[src/rtl/dpr_port_driver_pkg.sv]
// dpr_port_driver shared types: command opcodes, FSM states,
// response buffer sizing and the credit-count helper.
package dpr_port_driver_pkg;

  typedef enum logic [1:0] {
    OP_READ  = 2'd0,
    OP_WRITE = 2'd1,
    OP_FILL  = 2'd2,
    OP_RSVD  = 2'd3
  } op_e;

  typedef enum logic {
    ST_IDLE = 1'b0,
    ST_FILL = 1'b1
  } state_e;

  localparam int unsigned RSP_DEPTH = 2;

  localparam logic [2:0] CREDIT_MAX = 3'(RSP_DEPTH);

  function automatic logic [2:0] credit_sum(
    input logic       rd_issue,
    input logic       rd_return,
    input logic [1:0] buf_cnt
  );
    return 3'(rd_issue) + 3'(rd_return) + 3'(buf_cnt);
  endfunction

endpackage

[src/rtl/dpr_rsp_fifo.sv]
// Two-entry response buffer holding {data, addr}; the head entry
// sits in a dedicated register so its outputs come straight off flops.
module dpr_rsp_fifo
  import dpr_port_driver_pkg::*;
#(
  parameter int DATA_WIDTH = 8,
  parameter int ADDR_WIDTH = 8
) (
  input  logic                  clk,
  input  logic                  rst,
  input  logic                  push,
  input  logic [DATA_WIDTH-1:0] push_data,
  input  logic [ADDR_WIDTH-1:0] push_addr,
  input  logic                  pop,
  output logic [DATA_WIDTH-1:0] head_data,
  output logic [ADDR_WIDTH-1:0] head_addr,
  output logic [1:0]            count,
  output logic                  full,
  output logic                  empty
);

  localparam logic [1:0] FULL_CNT = 2'(RSP_DEPTH);

  logic [DATA_WIDTH-1:0] head_data_q, head_data_d;
  logic [ADDR_WIDTH-1:0] head_addr_q, head_addr_d;
  logic [DATA_WIDTH-1:0] spare_data_q, spare_data_d;
  logic [ADDR_WIDTH-1:0] spare_addr_q, spare_addr_d;
  logic [1:0]            cnt_q, cnt_d;
  logic                  do_push;
  logic                  do_pop;

  assign full  = (cnt_q == FULL_CNT);
  assign empty = (cnt_q == 2'd0);
  assign count = cnt_q;

  assign head_data = head_data_q;
  assign head_addr = head_addr_q;

  assign do_pop  = pop && !empty;
  assign do_push = push && (!full || do_pop);

  always_comb begin
    head_data_d  = head_data_q;
    head_addr_d  = head_addr_q;
    spare_data_d = spare_data_q;
    spare_addr_d = spare_addr_q;
    cnt_d        = cnt_q;
    case ({do_push, do_pop})
      2'b10: begin
        cnt_d = cnt_q + 2'd1;
        if (empty) begin
          head_data_d = push_data;
          head_addr_d = push_addr;
        end else begin
          spare_data_d = push_data;
          spare_addr_d = push_addr;
        end
      end
      2'b01: begin
        cnt_d       = cnt_q - 2'd1;
        head_data_d = spare_data_q;
        head_addr_d = spare_addr_q;
      end
      2'b11: begin
        // occupancy unchanged; new entry lands behind the survivor
        if (cnt_q == 2'd1) begin
          head_data_d = push_data;
          head_addr_d = push_addr;
        end else begin
          head_data_d  = spare_data_q;
          head_addr_d  = spare_addr_q;
          spare_data_d = push_data;
          spare_addr_d = push_addr;
        end
      end
      default: ;
    endcase
  end

  always_ff @(posedge clk or posedge rst) begin
    if (rst) begin
      head_data_q  <= '0;
      head_addr_q  <= '0;
      spare_data_q <= '0;
      spare_addr_q <= '0;
      cnt_q        <= '0;
    end else begin
      head_data_q  <= head_data_d;
      head_addr_q  <= head_addr_d;
      spare_data_q <= spare_data_d;
      spare_addr_q <= spare_addr_d;
      cnt_q        <= cnt_d;
    end
  end

endmodule

[src/rtl/dpr_port_driver.sv]
// Command front-end for one port of the dual-port RAM: read, write
// and autonomous fill, with credited read responses.
module dpr_port_driver
  import dpr_port_driver_pkg::*;
#(
  parameter int DATA_WIDTH = 8,
  parameter int ADDR_WIDTH = 8
) (
  input  logic                  clk,
  input  logic                  rst,
  input  logic                  cmd_valid,
  output logic                  cmd_ready,
  input  logic [1:0]            cmd_op,
  input  logic [ADDR_WIDTH-1:0] cmd_addr,
  input  logic [DATA_WIDTH-1:0] cmd_data,
  input  logic [ADDR_WIDTH-1:0] cmd_len,
  output logic [ADDR_WIDTH-1:0] mem_addr,
  output logic [DATA_WIDTH-1:0] mem_data,
  output logic                  mem_we,
  input  logic [DATA_WIDTH-1:0] mem_q,
  output logic                  rsp_valid,
  input  logic                  rsp_ready,
  output logic [DATA_WIDTH-1:0] rsp_data,
  output logic [ADDR_WIDTH-1:0] rsp_addr,
  output logic                  busy
);

  state_e                state_q, state_d;
  logic [ADDR_WIDTH-1:0] mem_addr_q, mem_addr_d;
  logic [DATA_WIDTH-1:0] mem_data_q, mem_data_d;
  logic                  mem_we_q, mem_we_d;
  logic [ADDR_WIDTH-1:0] rem_q, rem_d;
  logic                  rd1_q, rd1_d;
  logic                  rd2_q, rd2_d;
  logic [ADDR_WIDTH-1:0] rd2_addr_q, rd2_addr_d;

  op_e                   op;
  logic                  accept;
  logic [2:0]            credits;
  logic                  bypass;

  logic                  fifo_push;
  logic                  fifo_pop;
  logic [DATA_WIDTH-1:0] head_data;
  logic [ADDR_WIDTH-1:0] head_addr;
  logic [1:0]            fifo_cnt;
  logic                  fifo_full;
  logic                  fifo_empty;

  assign op = op_e'(cmd_op);

  // rd1: address on the RAM port; rd2: mem_q carries the data
  assign credits = credit_sum(rd1_q, rd2_q, fifo_cnt);

  assign cmd_ready = (state_q == ST_IDLE)
                  && (credits < CREDIT_MAX)
                  && !fifo_full;
  assign accept    = cmd_valid && cmd_ready;
  assign busy      = (state_q == ST_FILL) || (credits != 3'd0);

  assign mem_addr = mem_addr_q;
  assign mem_data = mem_data_q;
  assign mem_we   = mem_we_q;

  // returning word skips the buffer when nothing is queued ahead
  assign bypass    = rd2_q && fifo_empty;
  assign rsp_valid = rd2_q || !fifo_empty;
  assign rsp_data  = bypass ? mem_q : head_data;
  assign rsp_addr  = bypass ? rd2_addr_q : head_addr;

  assign fifo_pop  = !fifo_empty && rsp_ready;
  assign fifo_push = rd2_q && !(bypass && rsp_ready);

  always_comb begin
    state_d    = state_q;
    mem_addr_d = mem_addr_q;
    mem_data_d = mem_data_q;
    mem_we_d   = 1'b0;
    rem_d      = rem_q;
    rd1_d      = 1'b0;
    rd2_d      = rd1_q;
    rd2_addr_d = rd1_q ? mem_addr_q : rd2_addr_q;
    if (state_q == ST_FILL) begin
      if (rem_q == '0) begin
        state_d = ST_IDLE;
      end else begin
        mem_we_d   = 1'b1;
        mem_addr_d = mem_addr_q + 1'b1;
        rem_d      = rem_q - 1'b1;
      end
    end else if (accept) begin
      unique case (1'b1)
        (op == OP_READ): begin
          mem_addr_d = cmd_addr;
          rd1_d      = 1'b1;
        end
        (op == OP_WRITE): begin
          mem_addr_d = cmd_addr;
          mem_data_d = cmd_data;
          mem_we_d   = 1'b1;
        end
        (op == OP_FILL): begin
          mem_addr_d = cmd_addr;
          mem_data_d = cmd_data;
          mem_we_d   = 1'b1;
          rem_d      = cmd_len;
          state_d    = ST_FILL;
        end
        default: ;
      endcase
    end
  end

  always_ff @(posedge clk or posedge rst) begin
    if (rst) begin
      state_q    <= ST_IDLE;
      mem_addr_q <= '0;
      mem_data_q <= '0;
      mem_we_q   <= 1'b0;
      rem_q      <= '0;
      rd1_q      <= 1'b0;
      rd2_q      <= 1'b0;
      rd2_addr_q <= '0;
    end else begin
      state_q    <= state_d;
      mem_addr_q <= mem_addr_d;
      mem_data_q <= mem_data_d;
      mem_we_q   <= mem_we_d;
      rem_q      <= rem_d;
      rd1_q      <= rd1_d;
      rd2_q      <= rd2_d;
      rd2_addr_q <= rd2_addr_d;
    end
  end

  dpr_rsp_fifo #(
    .DATA_WIDTH(DATA_WIDTH),
    .ADDR_WIDTH(ADDR_WIDTH)
  ) u_rsp_fifo (
    .clk       (clk),
    .rst       (rst),
    .push      (fifo_push),
    .push_data (mem_q),
    .push_addr (rd2_addr_q),
    .pop       (fifo_pop),
    .head_data (head_data),
    .head_addr (head_addr),
    .count     (fifo_cnt),
    .full      (fifo_full),
    .empty     (fifo_empty)
  );

endmodule

[config.mk]
export PLATFORM = sky130hd
export DESIGN_NAME = dpr_port_driver
export DESIGN_NICKNAME = d
export VERILOG_FILES = /design/src/rtl/dpr_port_driver_pkg.sv /design/src/rtl/dpr_rsp_fifo.sv /design/src/rtl/dpr_port_driver.sv
export SDC_FILE = /design/constraint.sdc
export NUM_CORES = 1
export LEC_CHECK = 0
export ABC_AREA = 1
export ABC_CLOCK_PERIOD_IN_PS = 2100
export CORE_UTILIZATION = 54
export DETAILED_ROUTE_END_ITERATION = 10
export GPL_TIMING_DRIVEN = 0
export PLACE_DENSITY = 0.89
export SYNTH_ARGS = -nofsm -noshare
export SYNTH_HDL_FRONTEND = slang
export SYNTH_HIERARCHICAL = 1
export SYNTH_SLANG_ARGS = --single-unit
[constraint.sdc]
create_clock -name clk -period 2.1 [get_ports clk]
set_input_delay 0.21 -clock clk [delete_from_list [all_inputs] [get_ports clk]]
set_output_delay 0.21 -clock clk [all_outputs]
set_load 0.05 [all_outputs]
==> results.md <==
- Register area: between 0.0015 and 0.002 sq mm
- Transition time at the pin with the least slew margin: approximately 0.75 ns
- Setup Slack @ Placement: -0.623 ns
- Highest fanout seen on the critical path: 2
- Fill cell total of the finished layout: ~600
- Number of flip-flops and latches in the synthesized netlist: 70
- Global-route wire length before repair: slightly below 20000 um
- Skew-Pair Late Insertion Delay: between 0.3 and 0.4 ns
- Highest clock frequency the design can meet: ~470 MHz
- Count of endpoints failing setup in the final report: 1
- Violations in the final reports: negative setup slack
- Horizontal die dimension: ~92 um
- Total routed wirelength: 11500 um
- Starting utilization of the core area: 0.561
- Yosys synthesis warning count: 6
- Maximum vdd drop: roughly 0.00033 V
- Async set or reset register ratio after synthesis: 1.00
- Cell leakage power: 2.78 nW
- Number of rows in the core area: 32
- Power, Total: ~2.6 mW
- Number of flops mapped to enable cells by yosys: 0
- Slowest-stage cell, CP: sky130_fd_sc_hd__dfrtp_2
- Chip height: ~92 um
- Total overflow reported by the global router: 0
- Startpoint types: flop
- Cts-stage hold buffer count: 0
- Antenna violations before repair: 0
- Mapped Cells: between 500 and 600
- Max-slew violation count: 0
- Syn Area/Cell: approximately 7.2 sq um
- WL per Instance: around 14 um
- Clk root buf: sky130_fd_sc_hd__clkbuf_8
- Std-Cell Core Area: 0.00773 sq mm
- Worst Setup Path Type: reg -> out
- HPWL after DPL: a little under 8000 um
- Die area: between 0.008 and 0.009 sq mm
- Distinct cells, synth: 31
- Share of the cycle needed by the critical path after routing: 1.01
- Routed via count: 4309
- Antenna diodes: 0
- Pwr per Cell Area: about 470 mW/mm^2
- Crit path setup slack, layout: -0.0110 ns
- I/O pin cnt: between 70 and 80
- Inst Count DP: about 770
- Status: finished, violations left
- Post-synth design cell area: roughly 0.0043 sq mm
- Number of global-route vias before repair: 4253
- Max-Cap Viols: 0
- Setup repair after global routing missed its margin: yes
- Layout area overhead: 26.7%
- GRT Util Overall: 0.295
- Sequential cell area fraction in the yosys report: 0.404
- Number of nets in the layout: between 700 and 800
- Hold Crit Class: in -> async
- Vias/cell: about 5.4
- CP endpoint kind: output port
- Routed Antenna Nets: 0
- RD Place Congestion: roughly 0.89
- Iter 0 DRT Violations: 348
- Max Clock Skew: 0.00941 ns
- Sinks on Clock Net: 70
- DRC violations left: 0
- Port Buf Inserts: between 70 and 80
- CTS Buf Count: 9
- Clock tree from TritonCTS: yes
- Drt first pass iters: 5
- Area of the multi-input gates: about 0.0023 sq mm
- Worst Path Required: between 1.5 and 2 ns
- Synth Flop Type: sky130_fd_sc_hd__dfrtp_1
- Highest cell delay on the worst timing path: between 0.4 and 0.5 ns
- Longest Clk Path Bufs: 2
- H-tree depth reported by CTS: 3
- Rel. slew slack: 0.500
- Fraction of layout instances using a drive strength above 1: 0.173
- Post-synth net total: about 650
- Clock period minus final worst setup slack: roughly 2.1 ns
- Final hold violation count: 0
- Endpoint arrival time on the critical path: around 1.9 ns
- Final Non-Filler Cells: 794
- Clock-pin transition on the worst setup and hold timing paths: 0.08 ns
- Maximum number of pins on one net before global-route repair: 35
- Critical path, cell by cell: fa_2 -> inv_2 -> ha_4 -> nor3_4 -> nand2_2 -> buf_6
-- kinds of logic after synthesis --
kind of cell	share of synthesized area
DFF	0.404
buffers and inverters	0.0713
AOI/OAI and AO/OA	0.0514
and+or+nand+nor	0.416
adders and majority gates	0.0364
muxes	0.0208
-- through the flow --
stage               cell area [sq um]  hold slack [ns]   util  setup TNS, ns
floorplan                        4330            0.352      -         -0.400
global placement                 5190            0.456  0.672          -8.95
detailed placement               5220            0.460  0.675         -12.11
CTS                              5440            0.276  0.704         -0.108
global route                     5490            0.338  0.710         -0.211
finish                           5490            0.279  0.710        -0.0110
-- cell type report --
cell class / instances / area share
Multi-Input combinational cell: 460 / 0.426
Inverter: 42 / 0.0287
Buffer: 26 / 0.0301
Clock buffer: 13 / 0.0308
Tap cell: 102 / 0.0232
Timing Repair Buffer: 78 / 0.138
Sequential cell: 70 / 0.320
Clock inverter: 3 / 0.00319
-- path summary, 6_finish.rpt --
path / from / end / slack (ns) / cells past startpoint
max in group asynchronous: rst / rd2_q / 1.28 / 3
min: rst / rd2_addr_q[1] / 0.28 / 2
max reg2reg: u_rsp_fifo/count[0] / u_rsp_fifo/head_addr[0] / 0.14 / 12
min in group clk: cmd_data[5] / mem_data[5] / 0.41 / 3
max: rd1_q / busy / -0.01 / 6
min reg2reg: mem_data[3] / mem_data[3] / 0.47 / 2
-- per-layer routing --
layer,part of all wire,wire length (um),track usage,vias to the layer above
li1,-,-,-,2085
met3,0.072,829,0.0637,34
met2,0.50,5770,0.497,191
met4,0.025,288,0.124,0
met5,0,0,0,-
met1,0.40,4620,0.363,1999
-- placed cells by master (no fill, tap or decap), types with 2 or more instances in the layout --
cell type and n:
sky130_fd_sc_hd__or2_2 6, sky130_fd_sc_hd__o21ai_2 9, sky130_fd_sc_hd__buf_8 2, sky130_fd_sc_hd__o21ai_0 20
sky130_fd_sc_hd__clkbuf_8 12, sky130_fd_sc_hd__nand2_4 4, sky130_fd_sc_hd__nor2_1 55, sky130_fd_sc_hd__nor2_4 3
sky130_fd_sc_hd__buf_6 8, sky130_fd_sc_hd__nand4_1 19, sky130_fd_sc_hd__clkinv_2 2, sky130_fd_sc_hd__nand3_1 53
sky130_fd_sc_hd__clkbuf_1 7, sky130_fd_sc_hd__nand2_1 244, sky130_fd_sc_hd__buf_4 17, sky130_fd_sc_hd__nand2_2 7
sky130_fd_sc_hd__clkdlybuf4s50_1 54, sky130_fd_sc_hd__nand3_2 4, sky130_fd_sc_hd__mux2_2 8, sky130_fd_sc_hd__ha_1 9
sky130_fd_sc_hd__ha_4 2, sky130_fd_sc_hd__buf_2 13, sky130_fd_sc_hd__o21ai_1 6, sky130_fd_sc_hd__dfrtp_2 2
sky130_fd_sc_hd__inv_1 34, sky130_fd_sc_hd__inv_2 8, sky130_fd_sc_hd__dfrtp_1 68
-- cell usage after synthesis (3+ instances only) --
master,number,area share
sky130_fd_sc_hd__inv_2,5,0.0043
sky130_fd_sc_hd__buf_4,5,0.0087
sky130_fd_sc_hd__or2_2,6,0.0087
sky130_fd_sc_hd__buf_2,10,0.012
sky130_fd_sc_hd__dfrtp_1,70,0.40
sky130_fd_sc_hd__nand2_2,6,0.0087
sky130_fd_sc_hd__nand2_4,3,0.0078
sky130_fd_sc_hd__nand4_1,19,0.027
sky130_fd_sc_hd__nand2_1,246,0.21
sky130_fd_sc_hd__buf_6,3,0.0078
sky130_fd_sc_hd__o21ai_2,7,0.014
sky130_fd_sc_hd__ha_1,11,0.032
sky130_fd_sc_hd__clkbuf_1,7,0.0061
sky130_fd_sc_hd__o21ai_0,28,0.032
sky130_fd_sc_hd__mux2_2,8,0.021
sky130_fd_sc_hd__nor2_4,3,0.0078
sky130_fd_sc_hd__nand3_1,53,0.061
sky130_fd_sc_hd__inv_1,37,0.032
sky130_fd_sc_hd__nor2_1,56,0.049
sky130_fd_sc_hd__nand3_2,4,0.0092
-- worst max-delay path, delay by kind of cell (launching register included) --
family                     cells  cell delay [ns]
adders and majority gates      2             0.60
DFF                            1             0.43
and+or+nand+nor                2             0.27
buffers and inverters          2             0.24
-- sequential cells by signal, summed over array words and instances, names as in the netlist --
signal,cells
u_rsp_fifo/count,2
state_q,1
rem_q,8
rd1_q,1
mem_we,1
u_rsp_fifo/head_data,8
mem_addr,8
mem_data,8
u_rsp_fifo/spare_data_q,8
rd2_addr_q,8
rd2_q,1
u_rsp_fifo/head_addr,8
u_rsp_fifo/spare_addr_q,8
-- power breakdown --
| part | internal, mW | switching (mW) | leakage (nW) |
|---|---|---|---|
| clock | 0.523 | 0.525 | 0.0954 |
| sequential | 1.35 | 0.00462 | 0.931 |
| combinational | 0.0877 | 0.0943 | 1.75 |
| total | 1.97 | 0.624 | 2.78 |
-- repair_timing --
item                       CTS  global route
setup endpoints to repair   52            42
gates resized for setup    127            10
pin swaps                    3             2
buffers inserted             2             2
gates cloned                 0             0
hold endpoints to repair     0             0
(Power assumes the default switching activity.)
